[config.mk]
export PLATFORM = sky130hd
export DESIGN_NAME = wb_stage_buf
export DESIGN_NICKNAME = d
export VERILOG_FILES = /design/src/rtl/wb_pkg.sv /design/src/rtl/wb_load_align.sv /design/src/rtl/wb_stage_buf.sv
export SDC_FILE = /design/constraint.sdc
export NUM_CORES = 1
export LEC_CHECK = 0
export ABC_AREA = 1
export CORE_MARGIN = 3
export CORE_UTILIZATION = 40
export DETAILED_ROUTE_END_ITERATION = 10
export DONT_BUFFER_PORTS = 1
export PLACE_DENSITY = 0.51
export SYNTH_ARGS = -nofsm -noshare
export SYNTH_HDL_FRONTEND = slang
export SYNTH_SLANG_ARGS = --single-unit
[constraint.sdc]
create_clock -name clk -period 1.6 [get_ports clk]
set_input_delay 0.08 -clock clk [delete_from_list [all_inputs] [get_ports clk]]
set_output_delay 0.08 -clock clk [all_outputs]
set_load 0.005 [all_outputs]
[src/rtl/wb_pkg.sv]
`default_nettype none
// ============================================================================
// Module  : wb_pkg
// Brief   : Shared load-type codes, ctrl bit indices and buffer state encoding.
// Revision: 1.0
// ============================================================================
package wb_pkg;

  localparam logic [2:0] LD_FULL = 3'b000;
  localparam logic [2:0] LD_H    = 3'b001;
  localparam logic [2:0] LD_HU   = 3'b010;
  localparam logic [2:0] LD_B    = 3'b011;
  localparam logic [2:0] LD_BU   = 3'b100;
  localparam logic [2:0] LD_W    = 3'b101;
  localparam logic [2:0] LD_WU   = 3'b110;

  localparam int CTRL_REG_WRITE  = 1;
  localparam int CTRL_MEM_TO_REG = 0;

  typedef enum logic [1:0] {
    ST_EMPTY = 2'd0,
    ST_ONE   = 2'd1,
    ST_FULL  = 2'd2
  } wb_state_e;

endpackage
`default_nettype wire

[src/rtl/wb_load_align.sv]
`default_nettype none
// ============================================================================
// Module  : wb_load_align
// Brief   : Little-endian load extraction and sign/zero extension.
// Revision: 1.0
// ============================================================================
module wb_load_align
  import wb_pkg::*;
#(
  parameter int DATA_W = 32,
  parameter int OFF_W  = $clog2(DATA_W/8)
) (
  input  logic [DATA_W-1:0] i_mem_data,
  input  logic [2:0]        i_ld_type,
  input  logic [OFF_W-1:0]  i_byte_off,
  output logic [DATA_W-1:0] o_data
);

  logic [7:0]        w_byte;
  logic [15:0]       w_half;
  logic [DATA_W-1:0] w_word_ext;

  assign w_byte = 8'(i_mem_data >> {i_byte_off, 3'b000});
  assign w_half = 16'(i_mem_data >> {i_byte_off[OFF_W-1:1], 4'b0000});

  generate
    if (DATA_W == 64) begin : g_word
      logic [31:0] w_word;
      assign w_word     = 32'(i_mem_data >> {i_byte_off[OFF_W-1:2], 5'b00000});
      assign w_word_ext = (i_ld_type == LD_W) ? {{(DATA_W-32){w_word[31]}}, w_word}
                                              : {{(DATA_W-32){1'b0}}, w_word};
    end else begin : g_noword
      // A 32-bit word load is the whole datapath word.
      assign w_word_ext = i_mem_data;
    end
  endgenerate

  always_comb begin
    o_data = i_mem_data;
    case (i_ld_type)
      LD_H:        o_data = {{(DATA_W-16){w_half[15]}}, w_half};
      LD_HU:       o_data = {{(DATA_W-16){1'b0}}, w_half};
      LD_B:        o_data = {{(DATA_W-8){w_byte[7]}}, w_byte};
      LD_BU:       o_data = {{(DATA_W-8){1'b0}}, w_byte};
      LD_W, LD_WU: o_data = w_word_ext;
      default:     o_data = i_mem_data;
    endcase
  end

endmodule
`default_nettype wire

[src/rtl/wb_stage_buf.sv]
`default_nettype none
// ============================================================================
// Module  : wb_stage_buf
// Brief   : Writeback stage with 2-entry MEM/WB skid buffer and ID bypass query.
//           Optional retire counter enabled by defining WB_RETIRE_CNT_EN.
// Revision: 1.0
// ============================================================================
module wb_stage_buf
  import wb_pkg::*;
#(
  parameter int DATA_W     = 32,
  parameter int REG_ADDR_W = 5,
  parameter int OFF_W      = $clog2(DATA_W/8)
) (
  input  logic                  clk,
  input  logic                  rst_n,
  input  logic                  in_valid,
  output logic                  in_ready,
  input  logic [1:0]            in_ctrl,
  input  logic [2:0]            in_ld_type,
  input  logic [OFF_W-1:0]      in_byte_off,
  input  logic [REG_ADDR_W-1:0] in_rd,
  input  logic [DATA_W-1:0]     in_mem_data,
  input  logic [DATA_W-1:0]     in_alu_result,
  input  logic                  flush,
  output logic                  rf_we,
  input  logic                  rf_ready,
  output logic [REG_ADDR_W-1:0] rf_waddr,
  output logic [DATA_W-1:0]     rf_wdata,
  input  logic [REG_ADDR_W-1:0] q_addr,
  output logic                  q_hit,
  output logic [DATA_W-1:0]     q_data
`ifdef WB_RETIRE_CNT_EN
  ,output logic [31:0]          retire_cnt
`endif
);

  wb_state_e             r_state;
  wb_state_e             w_state_nxt;
  logic                  r_in_ready;
  logic [REG_ADDR_W-1:0] r_addr0, r_addr1;
  logic [DATA_W-1:0]     r_data0, r_data1;

  logic [DATA_W-1:0]     w_ld_data;
  logic [DATA_W-1:0]     w_wdata;
  logic                  w_accept, w_push, w_pop;
  logic                  w_hit0, w_hit1, w_q_nz;

  wb_load_align #(.DATA_W(DATA_W), .OFF_W(OFF_W)) u_align (
    .i_mem_data (in_mem_data),
    .i_ld_type  (in_ld_type),
    .i_byte_off (in_byte_off),
    .o_data     (w_ld_data)
  );

  assign w_wdata  = in_ctrl[CTRL_MEM_TO_REG] ? w_ld_data : in_alu_result;
  assign w_accept = in_valid & r_in_ready & ~flush;
  assign w_push   = w_accept & in_ctrl[CTRL_REG_WRITE] & (in_rd != '0);
  assign w_pop    = rf_we & rf_ready;

  assign in_ready = r_in_ready;
  assign rf_we    = (r_state != ST_EMPTY);
  assign rf_waddr = r_addr0;
  assign rf_wdata = r_data0;

  always_comb begin
    w_state_nxt = r_state;
    case (r_state)
      ST_EMPTY: if (w_push) w_state_nxt = ST_ONE;
      ST_ONE: begin
        if (w_push && !w_pop)      w_state_nxt = ST_FULL;
        else if (w_pop && !w_push) w_state_nxt = ST_EMPTY;
      end
      ST_FULL:  if (w_pop) w_state_nxt = ST_ONE;
      default:  w_state_nxt = ST_EMPTY;
    endcase
  end

  // Entry 0 is always the head; entry 1 only holds data in FULL.
  always_ff @(posedge clk) begin
    if (!rst_n) begin
      r_state    <= ST_EMPTY;
      r_in_ready <= 1'b1;
      r_addr0    <= '0;
      r_addr1    <= '0;
      r_data0    <= '0;
      r_data1    <= '0;
    end else begin
      r_state    <= w_state_nxt;
      r_in_ready <= (w_state_nxt != ST_FULL);
      case (r_state)
        ST_EMPTY: begin
          if (w_push) begin
            r_addr0 <= in_rd;
            r_data0 <= w_wdata;
          end
        end
        ST_ONE: begin
          if (w_push && w_pop) begin
            r_addr0 <= in_rd;
            r_data0 <= w_wdata;
          end else if (w_push) begin
            r_addr1 <= in_rd;
            r_data1 <= w_wdata;
          end
        end
        ST_FULL: begin
          if (w_pop) begin
            r_addr0 <= r_addr1;
            r_data0 <= r_data1;
          end
        end
        default: ;
      endcase
    end
  end

  assign w_q_nz = (q_addr != '0);
  assign w_hit0 = (r_state != ST_EMPTY) && (r_addr0 == q_addr);
  assign w_hit1 = (r_state == ST_FULL) && (r_addr1 == q_addr);
  assign q_hit  = w_q_nz & (w_hit0 | w_hit1);
  assign q_data = !w_q_nz ? '0 : (w_hit1 ? r_data1 : (w_hit0 ? r_data0 : '0));

`ifdef WB_RETIRE_CNT_EN
  logic [31:0] r_retire_cnt;

  always_ff @(posedge clk) begin
    if (!rst_n)        r_retire_cnt <= '0;
    else if (w_accept) r_retire_cnt <= r_retire_cnt + 32'd1;
  end

  assign retire_cnt = r_retire_cnt;
`endif

endmodule
`default_nettype wire

# Yosys cells after proc, flatten, opt, wreduce, memory -nomap -nowiden
# Index checks and enable logic that the tools add are counted.
[op_classes] bitwise=9 muxes=18 n_reduce_logical=14 n_lt_le_gt_ge=0 addsub=0 n_div=0 mul=0 eq_ne=12 n_shift=2
[ops] op="$mux W32" n=7
[ops] op="$pmux W32 S4" n=1
[ops] op="$pmux W32 S3" n=1
[ops] op="$shr A32 B5 Y16" n=1
[ops] op="$shr A32 B5 Y8" n=1
[ops] op="$mux W5" n=3
[ops] op="$pmux W5 S3" n=1
[ops] op="$eq A5 B5 Y1" n=2
[ops] op="$reduce_bool A5 Y1" n=2
[ops] op="$mux W2" n=4
[ops] op="$ne A2 B2 Y1 const B" n=4
[ops] op="$and A1 B1 Y1" n=6
[ops] op="$eq A3 B2 Y1 const B" n=2
[ops] op="$pmux W2 S3" n=1
[ops] op="$logic_and A1 B1 Y1" n=5
[ops] op="$reduce_and A4 Y1" n=1
[ops] op="$eq A3 B1 Y1 const B" n=1
[ops] op="$eq A3 B3 Y1 const B" n=1
[ops] op="$reduce_and A3 Y1" n=1
[ops] op="$reduce_bool A3 Y1" n=1
[ops] op="$eq A2 B1 Y1 const B" n=1
[ops] op="$eq A2 B2 Y1 const B" n=1
[ops] op="$logic_not A1 Y1" n=2
[ops] op="$logic_not A2 Y1" n=1
[ops] op="other kinds (3)" n=4
[word_totals] output_inout_bits=72 input_bits=86 word_cells=61 rom_bits=0 mem_count=0 regBits=77 latchBits=0 ram_bits=0

# Logic depth before layout (Yosys ltp)
[logic_depth] depth_word=10 depth_mapped=11 ltp_nobuf=10

# By module
# Synthesis repeated with hierarchy kept, for this count alone.
[unflattened] hier_cells=1148 hier_area_um2=6281.0
[modules_own_cells] module="wb_stage_buf" seq_area_each_um2=1541.5 n_inst=1 area_per_inst_um2=5102.4 cells_per_inst=907
[modules_own_cells] module="wb_load_align" seq_area_each_um2=0.0 n_inst=1 area_per_inst_um2=1178.6 cells_per_inst=241

# Worst setup path after synthesis
# OpenSTA, ideal clock, no wires.
[synth_timing] path_type="register -> output" startpoint="reg r_state[1]" endpoint="out q_data[26]" path_stages_with_launch=10 n_path_buf=2 required_time_ps=1520 arrival_ps=1379 setup_slack_ps=141 path_cell_list="dfxtp_1 > nand2_2 > inv_2 > o21ai_1 > nor2_1 > nand3_1 > buf_2 > buf_2 > o21ai_0 > nor2_1"
[synth_via] elab_chain_cells=5 word_cells_on_any_way=7 cone_classes="1 x eq/ne; 3 x mux; 3 x reduce/logical"
[synth_rtl] item="start, declared" line="wb_stage_buf.sv:38" text="wb_state_e r_state;"
[synth_rtl] item="start signal, assigned" line="wb_stage_buf.sv:89" text="r_state <= w_state_nxt;"
[synth_rtl] item="$reduce_bool A2 Y1" line="wb_stage_buf.sv:119" text="assign w_hit0 = (r_state != ST_EMPTY) && (r_addr0 == q_addr);"
[synth_rtl] item="$logic_and A1 B1 Y1" line="wb_stage_buf.sv:119"
[synth_rtl] item="$mux W32" line="wb_stage_buf.sv:122" text="assign q_data = !w_q_nz ? '0 : (w_hit1 ? r_data1 : (w_hit0 ? r_data0 : '0));"
[synth_rtl] item="$mux W32 (*) (2 in series)" line="wb_stage_buf.sv:122"
[synth_rtl] item="end, declared" line="wb_stage_buf.sv:32" text="output logic [DATA_W-1:0] q_data"
# Every way passes the cells marked *; elsewhere a longest branch is shown, timed or not.

# Worst setup path in the final report
[layout_timing] startpoint="reg r_state[0]" endpoint="out q_data[5]"
# The elaborated chain is that of the path after synthesis.

==> impl_metrics.csv <==
group,metric,value,unit
final_layout,fin_nets,953,
cts,cts_tree,"yes",
synthesis,syn_area,0.00509,sq mm
cts,clk_path_buf_depth,2,
critical_path,critPathRequiredTime,1.52,ns
detailed_routing,wl_met1,8480,microns
cts,cts_buffers,9,
detailed_routing,wl,19300,microns
detailed_routing,vias,5759,
sta,slew_headroom,0.648,
synthesis,synth_flop_cell,"dfxtp_1",
cts,htree_levels,3,
critical_path,slowest_stage,"dfxtp_2",
floorplan,design.die.area,0.0141,sq mm
synthesis,synth.distinct_cells,30,
global_route,track_usage,0.253,
global_route,antenna_found_initial,3,
place,pre_cts_slack,-0.0603,ns
sta,fin_ws,-0.273,ns
detailed_routing,via_per_inst,5.54,
sta,worstMarginPinSlew,0.527,ns
power,ir_worst_vdd,466,uV
detailed_routing,drtIter0Drc,497,
job,cap_violations,0,
detailed_routing,wl_met2,8850,microns
cts,clkLatencyLatePin,0.35,ns
sta,min_period,1.87,ns
final_layout,area.growth.synth_to_final,23.2,%
place,place.gp.congestion,0.890,
sta,finalCritPeriodShare,1.17,
detailed_routing,drt_pre_antenna_iters,4,
power,finalPower,4960,uW
synthesis,syn_nets,934,
critical_path,critPathLaunchType,"flop",
synthesis,synth-edff-count,0,
critical_path,cp_slowest_stage_delay,0.33,ns
sta,final_max_slew_viol_count,0,
floorplan,die_w,119,microns
critical_path,crit_path_end_kind,"output pin",
synthesis,syn_avg_cell_area,6.00,sq um
synthesis,yosysWarnings,0,
detailed_routing,detail-route-antenna-nets,0,
global_route,grt_max_degree,77,
critical_path,critPathArrivalTime,1.79,ns
sta,fmax,534,MHz
final_layout,drive_gt1_frac,0.197,
sta,finalSetupTns,-7.23,ns
cts,clk_pin_slew,0.06,ns
critical_path,critPathKind,"reg2out",
cts,root_buffer,"clkbuf_16",
critical_path,critPathTopFamily,"buffers and inverters",
power,total_leakage_power,0.00299,uW
detailed_routing,highest_layer,"met5",
critical_path,cp_max_fo,16,
status,violations,"negative setup slack",
floorplan,row_count,40,
power,p_per_area,791,mW/mm^2
synthesis,synth_top_area_frac,0.303,
sta,skew,0.00715,ns
place,dp_hpwl,12700,microns
worst_hold_path,hold_path_class,"in2reg",
final_layout,final_core_util,0.514,
synthesis,yosysSeqAreaShare,0.303,
final_layout,fill_cells,1299,
synthesis,yosysTopAreaCell,"dfxtp_1",
synthesis,synth_commonest_cells,"nand2_1, a21oi_1, o21ai_0, dfxtp_1, inv_1",
place,io_buffers,0,
sta,grt_setup_unrepaired,"yes",
floorplan,core_area,0.0122,sq mm
synthesis,ys_ff_latch,77,
floorplan,initial_core_util,0.417,
cts,cts_sinks,77,
detailed_routing,drc,0,
floorplan,io_pins,158,
global_route,first_global_vias,5221,
synthesis,yosysMostFrequentCell,"nand2_1",
synthesis,async_flop_share,0,
sta,finalSetupViolations,33,
sta,hold_viol,0,
detailed_routing,wire_per_inst,18.6,microns
detailed_routing,wl_met3,1480,microns
global_route,grt-ovfl-total,0,
critical_path,path_cells,"inv_2 > nand2_2 > inv_2 > o21ai_2 > nor2_1 > nand3_2 > buf_6 > buf_12 > nand2_2 > o21ai_2 > nor2_2 > buf_4",
global_route,grt_pass1_wl,28500,microns
synthesis,netlist_instances,848,
synthesis,yosys-top-cells-area,"dfxtp_1, nand2_1, a21oi_1, o21ai_0, inv_1",
status,status,"complete, but fails checks",
floorplan,die_h,119,microns
critical_path,path_buf_inv,5,
-- through the flow --
| stage | hold WS, ns | std cells | cell area [sq um] |
|---|---|---|---|
| after global routing | 0.0206 | 1039 | 6270 |
| final | 0.0164 | 1039 | 6270 |
| after global placement | 0.195 | 1005 | 5450 |
| after floorplan | 0.212 | 848 | 5090 |
| after CTS | 0.0149 | 1030 | 6040 |
| after detailed placement | 0.197 | 1005 | 5450 |
-- worst paths after layout --
path	from	to	slack (ns)	depth (start not counted)
max	r_state[0]	q_data[5]	-0.27	12
min	in_alu_result[26]	r_data1[26]	0.02	3
max reg2reg	in_ready	r_data1[20]	0.04	9
min reg2reg	r_addr1[4]	r_addr1[4]	0.49	2
-- worst min-delay path, delay by kind of cell --
family / cells / cell delay (ns)
compound gates: 1 / 0.10
simple gates: 2 / 0.14
-- cells by family (layout without fill, tap and decap cells) --
logic type / after synthesis / count (layout) / synth area share
simple gates: 379 / 379 / 0.326
compound gates: 255 / 255 / 0.260
buf+inv: 135 / 157 / 0.108
flops: 77 / 77 / 0.303
xor+xnor: 2 / 2 / 0.00344
other cells: 0 / 1 / 0
-- registers in the layout, summed over array words and instances (netlist names) --
name	flops
rf_wdata	32
rf_waddr	5
r_addr1	5
r_data1	32
in_ready	1
r_state	2
-- metal layers --
metal	vias to the layer above	global-route usage
met1	2639	0.335
met3	46	0.0722
met2	230	0.392
li1	2840	-
met5	-	0
met4	4	0.0927
-- power breakdown --
part,switching [uW],total [uW],internal [uW]
Sequential,66.7,2050,1980
Clock,826,2100,1280
Combinational,483,811,328
Total,1380,4960,3590
-- what timing repair did --
| action | in CTS | in global routing |
|---|---|---|
| gates resized for setup | 53 | 73 |
| cloned | 1 | 6 |
| endpoints found under the setup margin | 33 | 102 |
| hold buffers | 7 | 0 |
| pin swaps | 15 | 15 |
| buffers inserted | 3 | 2 |
| endpoints found under the hold margin | 77 | 0 |
-- layout make-up --
class | count | area, sq um | share of cell area
Clock inverter | 3 | 46.3 | 0.00738
Clock buffer | 11 | 253 | 0.0403
Inverter | 77 | 295 | 0.0471
Tap cell | 168 | 210 | 0.0335
Timing Repair Buffer | 66 | 743 | 0.118
Sequential cell | 77 | 1550 | 0.247
Antenna cell | 1 | 2.50 | 0.000399
Multi-Input combinational cell | 636 | 3180 | 0.506
-- cell usage in the layout (no fill, tap or decap), types with 7 or more instances in the layout --
master	count
dfxtp_1	73
or2_2	32
nand3_1	46
nor2_2	16
clkbuf_16	13
a21oi_1	111
nand2_1	195
o21ai_0	43
inv_1	69
nand2_2	13
nor2_1	40
buf_4	40
o21ai_2	10
o21ai_1	68
buf_12	7
nand4_1	25
a21boi_0	7
a21o_1	7
No activity file was read; power rests on OpenSTA's default activity.
